<file path="src/rtl/ex_pc_sequencer.sv">
// rtl/ex_pc_sequencer.sv - PC owner and single-issue fetch/execute sequencer for the B-type core
// Optional BRANCH_STATS_EN adds saturating branch total/taken counters.
module ex_pc_sequencer #(
  parameter logic [31:0] RESET_PC = 32'h0000_0000
) (
  input  logic        clk,
  input  logic        rst,
  output logic        imem_req,
  output logic [31:0] imem_addr,
  input  logic        imem_rvalid,
  input  logic [31:0] imem_rdata,
  output logic [31:0] instr_o,
  output logic        instr_valid_o,
  output logic [31:0] pc_o,
  input  logic        is_branch_i,
  input  logic        ex_branch_i,
  input  logic [31:0] pc_branch_i,
  input  logic        stall_i,
`ifdef BRANCH_STATS_EN
  output logic [31:0] br_total_o,
  output logic [31:0] br_taken_o,
`endif
  output logic        trap_o
);

  localparam logic [31:0] NOP = 32'h0000_0013;

  typedef enum logic [1:0] {
    FETCH = 2'd0,
    EXEC  = 2'd1,
    TRAP  = 2'd2
  } state_t;

  state_t      state, state_next;
  logic [31:0] pc, pc_next;
  logic [31:0] instr, instr_next;
  logic        trap, trap_next;
  logic        taken, aligned, retire;

  assign taken   = is_branch_i & ex_branch_i;
  assign aligned = (pc_branch_i[1:0] == 2'b00);
  assign retire  = (state == EXEC) & ~stall_i;

  always_ff @(posedge clk) begin
    if (rst) begin
      state <= FETCH;
      pc    <= RESET_PC;
      instr <= NOP;
      trap  <= 1'b0;
    end else begin
      state <= state_next;
      pc    <= pc_next;
      instr <= instr_next;
      trap  <= trap_next;
    end
  end

  always_comb begin
    state_next = state;
    pc_next    = pc;
    instr_next = instr;
    trap_next  = trap;
    case (state)
      FETCH: begin
        if (imem_rvalid) begin
          instr_next = imem_rdata;
          state_next = EXEC;
        end
      end
      EXEC: begin
        if (!stall_i) begin
          if (taken && aligned) begin
            pc_next    = pc_branch_i;
            state_next = FETCH;
          end else if (taken) begin
            trap_next  = 1'b1;
            state_next = TRAP;
          end else begin
            pc_next    = pc + 32'd4;
            state_next = FETCH;
          end
        end
      end
      TRAP: state_next = TRAP;
      default: state_next = FETCH;
    endcase
  end

  // Request is masked while rst is high so nothing is issued in the reset cycle.
  assign imem_req      = (state == FETCH) & ~rst;
  assign imem_addr     = imem_req ? pc : 32'h0;
  assign instr_valid_o = (state == EXEC);
  assign instr_o       = instr;
  assign pc_o          = pc;
  assign trap_o        = trap;

`ifdef BRANCH_STATS_EN
  logic [31:0] br_total, br_taken;

  always_ff @(posedge clk) begin
    if (rst) begin
      br_total <= 32'h0;
      br_taken <= 32'h0;
    end else if (retire && is_branch_i) begin
      if (br_total != 32'hFFFF_FFFF) br_total <= br_total + 32'd1;
      if (taken && aligned && br_taken != 32'hFFFF_FFFF) br_taken <= br_taken + 32'd1;
    end
  end

  assign br_total_o = br_total;
  assign br_taken_o = br_taken;
`endif

endmodule

</file>
<file path="config.mk">
export PLATFORM = sky130hd
export DESIGN_NAME = ex_pc_sequencer
export DESIGN_NICKNAME = d
export VERILOG_FILES = /design/src/rtl/ex_pc_sequencer.sv
export SDC_FILE = /design/constraint.sdc
export NUM_CORES = 1
export LEC_CHECK = 0
export BUFFER_PORTS_ARGS = -buffer_cell sky130_fd_sc_hd__buf_2
export CAP_MARGIN = 20
export CORE_MARGIN = 2
export CORE_UTILIZATION = 46
export CTS_CLUSTER_SIZE = 25
export DETAILED_ROUTE_END_ITERATION = 8
export GPL_TIMING_DRIVEN = 0
export PLACE_DENSITY_LB_ADDON = 0.05
export SLEW_MARGIN = 20
export SYNTH_ARGS = -nofsm -noshare
export SYNTH_HDL_FRONTEND = slang
export SYNTH_SLANG_ARGS = --single-unit
</file>
<file path="constraint.sdc">
create_clock -name clk -period 2.63 [get_ports clk]
set_clock_uncertainty 0.15 [all_clocks]
set_input_delay 0.1315 -clock clk [delete_from_list [all_inputs] [get_ports clk]]
set_output_delay 0.1315 -clock clk [all_outputs]
set_load 0.03 [all_outputs]
</file>
==> results.yml, run 1 <==
finish:
  antenna-diode-count: 0
  layout_area_growth_over_synthesis_pct: 48.7
  stdcell_count: 788
  postLayoutCoreUtil: 0.704
  final_layout_size_suffix_gt1_frac: 0.283
  final_net_count: 755
  mostFrequentLayoutCells: "sky130_fd_sc_hd__buf_2 (170), sky130_fd_sc_hd__nand2_1 (90), sky130_fd_sc_hd__dfxtp_1 (67)"
  layout.cells.most_common: "sky130_fd_sc_hd__buf_2"
  final.fill_count: 607
clocking:
  clock_sink_count: 67
  clk_path_buf_depth: 2
  cts-buffers-inserted: 9
  post-cts-setup-buffers: 0
  cts_tree: "yes"
  clock_latency_of_the_later_clocked_register_in_the_worst_skew_pair_ns: 0.34
  clk_root_buffer_cell: "sky130_fd_sc_hd__clkbuf_8"
  htree_levels: 3
  clkTransAtPathRegs_ns: 0.08
worst_setup_path:
  critical_path_peak_fanout: 10
  crit_required_ns: 2.35
  crit_arrival_ns: 2.22
  critical_path_class: "reg -> out"
  crit_path_start_kind: "flop"
  critical_path_endpoint_category: "primary output"
synth:
  ys_types: 56
  synth_ff_type: "sky130_fd_sc_hd__dfxtp_1"
  yosys_warnings: 0
  count_of_flip_flops_with_a_built_in_enable_after_synthesis: 0
  ys_seq_elements: 67
  syn_inst: 458
  ys_seq_area_frac: 0.391
  postSynthNetCount: 529
  synth-async-reset-ratio: 0
  netlist_area_sq_um: 3430
  syn_area_per_cell_sq_um: 7.50
drt:
  wl_met1_mm: 5.27
  met2_wirelength_mm: 5.33
  antenna_violating_nets_post_route: 0
  viasPerCell: 5.44
  drtIter0Drc: 349
  detailroute.wirelength.met3_um: 716
  routed_wirelength_mm: 11.6
  drc_viols: 0
  routed_wire_length_per_instance_um: 14.7
  vias: 4289
  drt-pass1-iter-count: 5
  uppermost_routed_layer: "met4"
placed_design:
  numPlacedInstances: 724
  place.gp.congestion: 0.954
  detailed_place_hpwl_mm: 8.16
  buffer_ports.inserted: 167
sta:
  post-route-period-util: 0.953
  timing.setup.tns_ns: 0
  drv_slew: 0
  timing.fmax_ghz: 0.399
  worst_max_slew_pin_slew_ns: 0.837
  setup_viol: 0
  slew_headroom: 0.438
  unrepaired_setup_endpoints_after_global_routing: "false"
  min_period_ns: 2.51
  hold_violations: 0
grt:
  wire_length_of_the_first_global_routing_pass_mm: 18.5
  combined_global_route_utilization_of_all_metal_layers: 0.274
  grt_start_max_net_pins: 13
  global_route.overflow_total: 0
  first_global_vias: 3851
  number_of_antenna_violations_at_the_first_check_in_global_routing: 0
power_and_ir_drop:
  irDropWorstVdd_mv: 0.312
  total_leakage_power_nw: 2.25
  design_power_total_mw: 2.51
  power_density_nw_per_um2: 493
status:
  outcome: "finished clean"
job:
  max_cap_violations: 0
die:
  floorplan.core_area_sq_um: 7250
  num_rows: 31
  die-height_um: 90.4
  initial_core_util: 0.474
  top_level_ports: 169
  die_width_um: 90.4
  design.die.area_sq_um: 8170
min_path:
  holdCritPathClass: "in -> reg"
## state kept, by name, summed over array words and instances (netlist names)
register,flops
trap_o,1
state,2
instr_o,32
pc_o,32
## metrics by stage
stage                     setup slack [ns]  cell area, sq um  hold slack, ns
final                                0.124              5110         0.00867
after global routing                0.0368              5110          0.0401
after CTS                            0.131              5090         0.00727
after detailed placement             0.148              4390           0.200
after global placement               0.184              4390           0.195
after floorplan                      0.238              3430           0.106
## critical path: stages, from the launching register on
cell,delay (ns)
sky130_fd_sc_hd__dfxtp_1,0.36
sky130_fd_sc_hd__nor3_1,0.71
sky130_fd_sc_hd__clkbuf_1,0.38
sky130_fd_sc_hd__and2_1,0.23
sky130_fd_sc_hd__buf_2,0.21
## synthesized netlist by cell type, types with 2 or more instances
library cell	count	area, sq um
sky130_fd_sc_hd__a22oi_1	15	113
sky130_fd_sc_hd__o221ai_1	2	17.5
sky130_fd_sc_hd__dfxtp_1	67	1340
sky130_fd_sc_hd__a21oi_1	44	220
sky130_fd_sc_hd__nand2_1	90	338
sky130_fd_sc_hd__o21ai_0	9	45.0
sky130_fd_sc_hd__a22o_1	4	35.0
sky130_fd_sc_hd__a211oi_1	2	15.0
sky130_fd_sc_hd__or3_1	5	31.3
sky130_fd_sc_hd__o311a_1	2	20.0
sky130_fd_sc_hd__o311ai_1	3	26.3
sky130_fd_sc_hd__nor4_2	2	25.0
sky130_fd_sc_hd__a31oi_1	6	37.5
sky130_fd_sc_hd__inv_1	5	18.8
sky130_fd_sc_hd__nand3b_1	5	37.5
sky130_fd_sc_hd__nor3b_1	3	22.5
sky130_fd_sc_hd__nor3_1	11	55.1
sky130_fd_sc_hd__o41ai_1	2	17.5
sky130_fd_sc_hd__or4_1	3	22.5
sky130_fd_sc_hd__nor2_1	36	135
sky130_fd_sc_hd__buf_2	3	15.0
sky130_fd_sc_hd__o211ai_1	3	22.5
sky130_fd_sc_hd__nand3_1	22	110
sky130_fd_sc_hd__and3_1	3	18.8
sky130_fd_sc_hd__and2_1	37	231
sky130_fd_sc_hd__nand4_1	13	81.3
sky130_fd_sc_hd__nor4_1	2	12.5
sky130_fd_sc_hd__clkbuf_1	28	105
sky130_fd_sc_hd__o21ai_1	4	20.0
## layout make-up
class | instances | area (sq um) | share of cell area
Multi-Input combinational cell | 354 | 1960 | 0.383
Sequential cell | 67 | 1340 | 0.263
Timing Repair Buffer | 215 | 1320 | 0.258
Buffer | 32 | 134 | 0.0262
Clock buffer | 10 | 128 | 0.0250
Tap cell | 99 | 124 | 0.0243
Clock inverter | 6 | 88.8 | 0.0174
Inverter | 5 | 18.8 | 0.00368
## timing repair
| item | in CTS | in global routing |
|---|---|---|
| hold endpoints to repair | 48 | 0 |
| endpoints found under the setup margin | 0 | 8 |
| gates resized for setup | 0 | 6 |
| hold buffers | 48 | 0 |
## power breakdown
part | total [mW] | internal, mW | switching, mW
registers | 1.10 | 1.06 | 0.0377
logic | 0.462 | 0.180 | 0.282
clock network | 0.955 | 0.536 | 0.419
total | 2.51 | 1.78 | 0.739
## worst paths after layout
kind                            start                       end  slack [ns]  depth (start not counted)
min reg2reg  instr_o[30]$_SDFFE_PP0P_  instr_o[30]$_SDFFE_PP0P_        0.30                          2
max reg2reg      pc_o[2]$_SDFFE_PP0P_     pc_o[18]$_SDFFE_PP0P_        0.16                          6
min                   pc_branch_i[10]     pc_o[10]$_SDFFE_PP0P_       0.009                          5
max             state[0]$_SDFFE_PP0P_              imem_addr[4]        0.12                          4
## metal layers
layer	track usage	vias to the layer above
li1	-	2095
met1	0.376	1975
met2	0.438	186
met3	0.0392	33
met4	0.105	0
met5	0	-
## logic make-up (layout without fill, tap and decap cells)
logic type	count (synthesis)	in the layout	synth area share
and+or+nand+nor	240	240	0.346
AOI/OAI and AO/OA	112	112	0.212
DFF	67	67	0.391
buffers and inverters	37	268	0.0437
adders and majority gates	1	1	0.00364
muxes	1	1	0.00328
Note: power is estimated with default switching activity, not from simulation.
==> inputs of run 2 (changes only) <==
- CORE_UTILIZATION: 46 -> 48
- CTS_BUF_LIST: unset -> sky130_fd_sc_hd__clkbuf_4 sky130_fd_sc_hd__clkbuf_8
==> results.yml, run 2 (synthesis gave the netlist of run 1 again) <==
placed_design:
  place.gp.congestion: 0.937
  buffer_ports.inserted: 167
  detailed_place_hpwl_mm: 8.12
sta:
  hold_violations: 0
  post-route-period-util: 0.953
  timing.setup.tns_ns: 0
  timing.fmax_ghz: 0.399
  unrepaired_setup_endpoints_after_global_routing: "false"
  slew_headroom: 0.459
  min_period_ns: 2.51
  worst_max_slew_pin_slew_ns: 0.806
  drv_slew: 0
  setup_viol: 0
grt:
  combined_global_route_utilization_of_all_metal_layers: 0.301
  first_global_vias: 3852
  wire_length_of_the_first_global_routing_pass_mm: 18.4
  grt_start_max_net_pins: 13
  global_route.overflow_total: 0
  number_of_antenna_violations_at_the_first_check_in_global_routing: 0
finish:
  multiInputGateArea_sq_um: 1960
  final_layout_size_suffix_gt1_frac: 0.284
  final_net_count: 756
  mostFrequentLayoutCells: "sky130_fd_sc_hd__buf_2 (170), sky130_fd_sc_hd__nand2_1 (90), sky130_fd_sc_hd__dfxtp_1 (67)"
  layout_area_growth_over_synthesis_pct: 49.0
  final.fill_count: 591
  layout.cells.most_common: "sky130_fd_sc_hd__buf_2"
  antenna-diode-count: 0
  register_area_sq_um: 1340
die:
  die-height_um: 88.6
  die_width_um: 88.6
  design.die.area_sq_um: 7850
  num_rows: 30
  initial_core_util: 0.500
  floorplan.core_area_sq_um: 6870
  top_level_ports: 169
worst_setup_path:
  crit_arrival_ns: 2.57
  critical_path_peak_fanout: 10
  critical_path_class: "in -> reg"
  crit_path_start_kind: "primary input"
  crit_required_ns: 2.69
  critical_path_endpoint_category: "flop"
clocking:
  post-cts-setup-buffers: 0
  clk_path_buf_depth: 2
  htree_levels: 3
  cts_tree: "yes"
  clk_root_buffer_cell: "sky130_fd_sc_hd__clkbuf_8"
  cts-buffers-inserted: 9
  clock_latency_of_the_later_clocked_register_in_the_worst_skew_pair_ns: 0.35
  clock_sink_count: 67
  clkTransAtPathRegs_ns: 0.08
drt:
  viasPerCell: 5.52
  antenna_violating_nets_post_route: 0
  drc_viols: 0
  routed_wire_length_per_instance_um: 15.6
  drt-pass1-iter-count: 6
  vias: 4338
  uppermost_routed_layer: "met4"
  wl_met1_mm: 5.22
  routed_wirelength_mm: 12.3
  detailroute.wirelength.met3_mm: 1.16
  met2_wirelength_mm: 5.61
  drtIter0Drc: 308
power_and_ir_drop:
  design_power_total_mw: 2.54
  total_leakage_power_nw: 2.26
  power_density_nw_per_um2: 496
  irDropWorstVdd_mv: 0.326
min_path:
  holdCritPathClass: "in -> reg"
status:
  outcome: "finished clean"
job:
  max_cap_violations: 0
-- run 2: metrics by stage --
step	cell area (sq um)	std cells	utilization	hold WS, ns	setup WS, ns
5_1_grt	5120	786	0.745	0.0198	0.0242
3_3_place_gp	4390	721	0.639	0.193	0.203
4_1_cts	5100	786	0.743	0.00398	0.115
6_report	5120	786	0.745	0.0114	0.124
3_5_place_dp	4390	721	0.639	0.199	0.176
2_1_floorplan	3430	458	-	0.106	0.238
-- run 2: worst paths after layout --
check / startpoint / to / slack [ns] / depth (start not counted)
max: stall_i / pc_o[16]$_SDFFE_PP0P_ / 0.12 / 8
min reg2reg: instr_o[20]$_SDFFE_PP0P_ / instr_o[20]$_SDFFE_PP0P_ / 0.31 / 2
min: pc_branch_i[24] / pc_o[24]$_SDFFE_PP0P_ / 0.01 / 4
max reg2reg: state[0]$_SDFFE_PP0P_ / pc_o[16]$_SDFFE_PP0P_ / 0.15 / 6
-- run 2: repair_timing --
| item | 4_1_cts | 5_1_grt |
|---|---|---|
| hold endpoints to repair | 49 | 0 |
| hold buffers | 49 | 0 |
| gates resized for setup | 0 | 6 |
| setup endpoints to repair | 0 | 9 |
-- run 2: per-layer routing --
metal / up-vias / track usage
met5: - / 0
met4: 0 / 0.113
met3: 30 / 0.0672
met2: 221 / 0.479
met1: 1995 / 0.401
li1: 2092 / -
-- run 2: where the power goes --
| group | total [mW] | internal [mW] | switching, mW |
|---|---|---|---|
| registers | 1.10 | 1.06 | 0.0379 |
| logic | 0.471 | 0.181 | 0.289 |
| clock network | 0.973 | 0.546 | 0.427 |
-- run 2: layout make-up --
class,instances,share of cell area
Inverter,5,0.00367
Buffer,32,0.0262
Multi-Input combinational cell,354,0.382
Tap cell,96,0.0235
Clock buffer,10,0.0257
Timing Repair Buffer,216,0.259
Sequential cell,67,0.262
Clock inverter,6,0.0176
-- run 2: critical path, stage by stage --
cell and delay (ns):
sky130_fd_sc_hd__dlygate4sd3_1 0.55, sky130_fd_sc_hd__buf_2 0.14, sky130_fd_sc_hd__nor3b_1 0.37, sky130_fd_sc_hd__buf_2 0.31, sky130_fd_sc_hd__o21ai_1 0.32, sky130_fd_sc_hd__clkbuf_2 0.35
sky130_fd_sc_hd__a222oi_1 0.32, sky130_fd_sc_hd__nor2_1 0.09
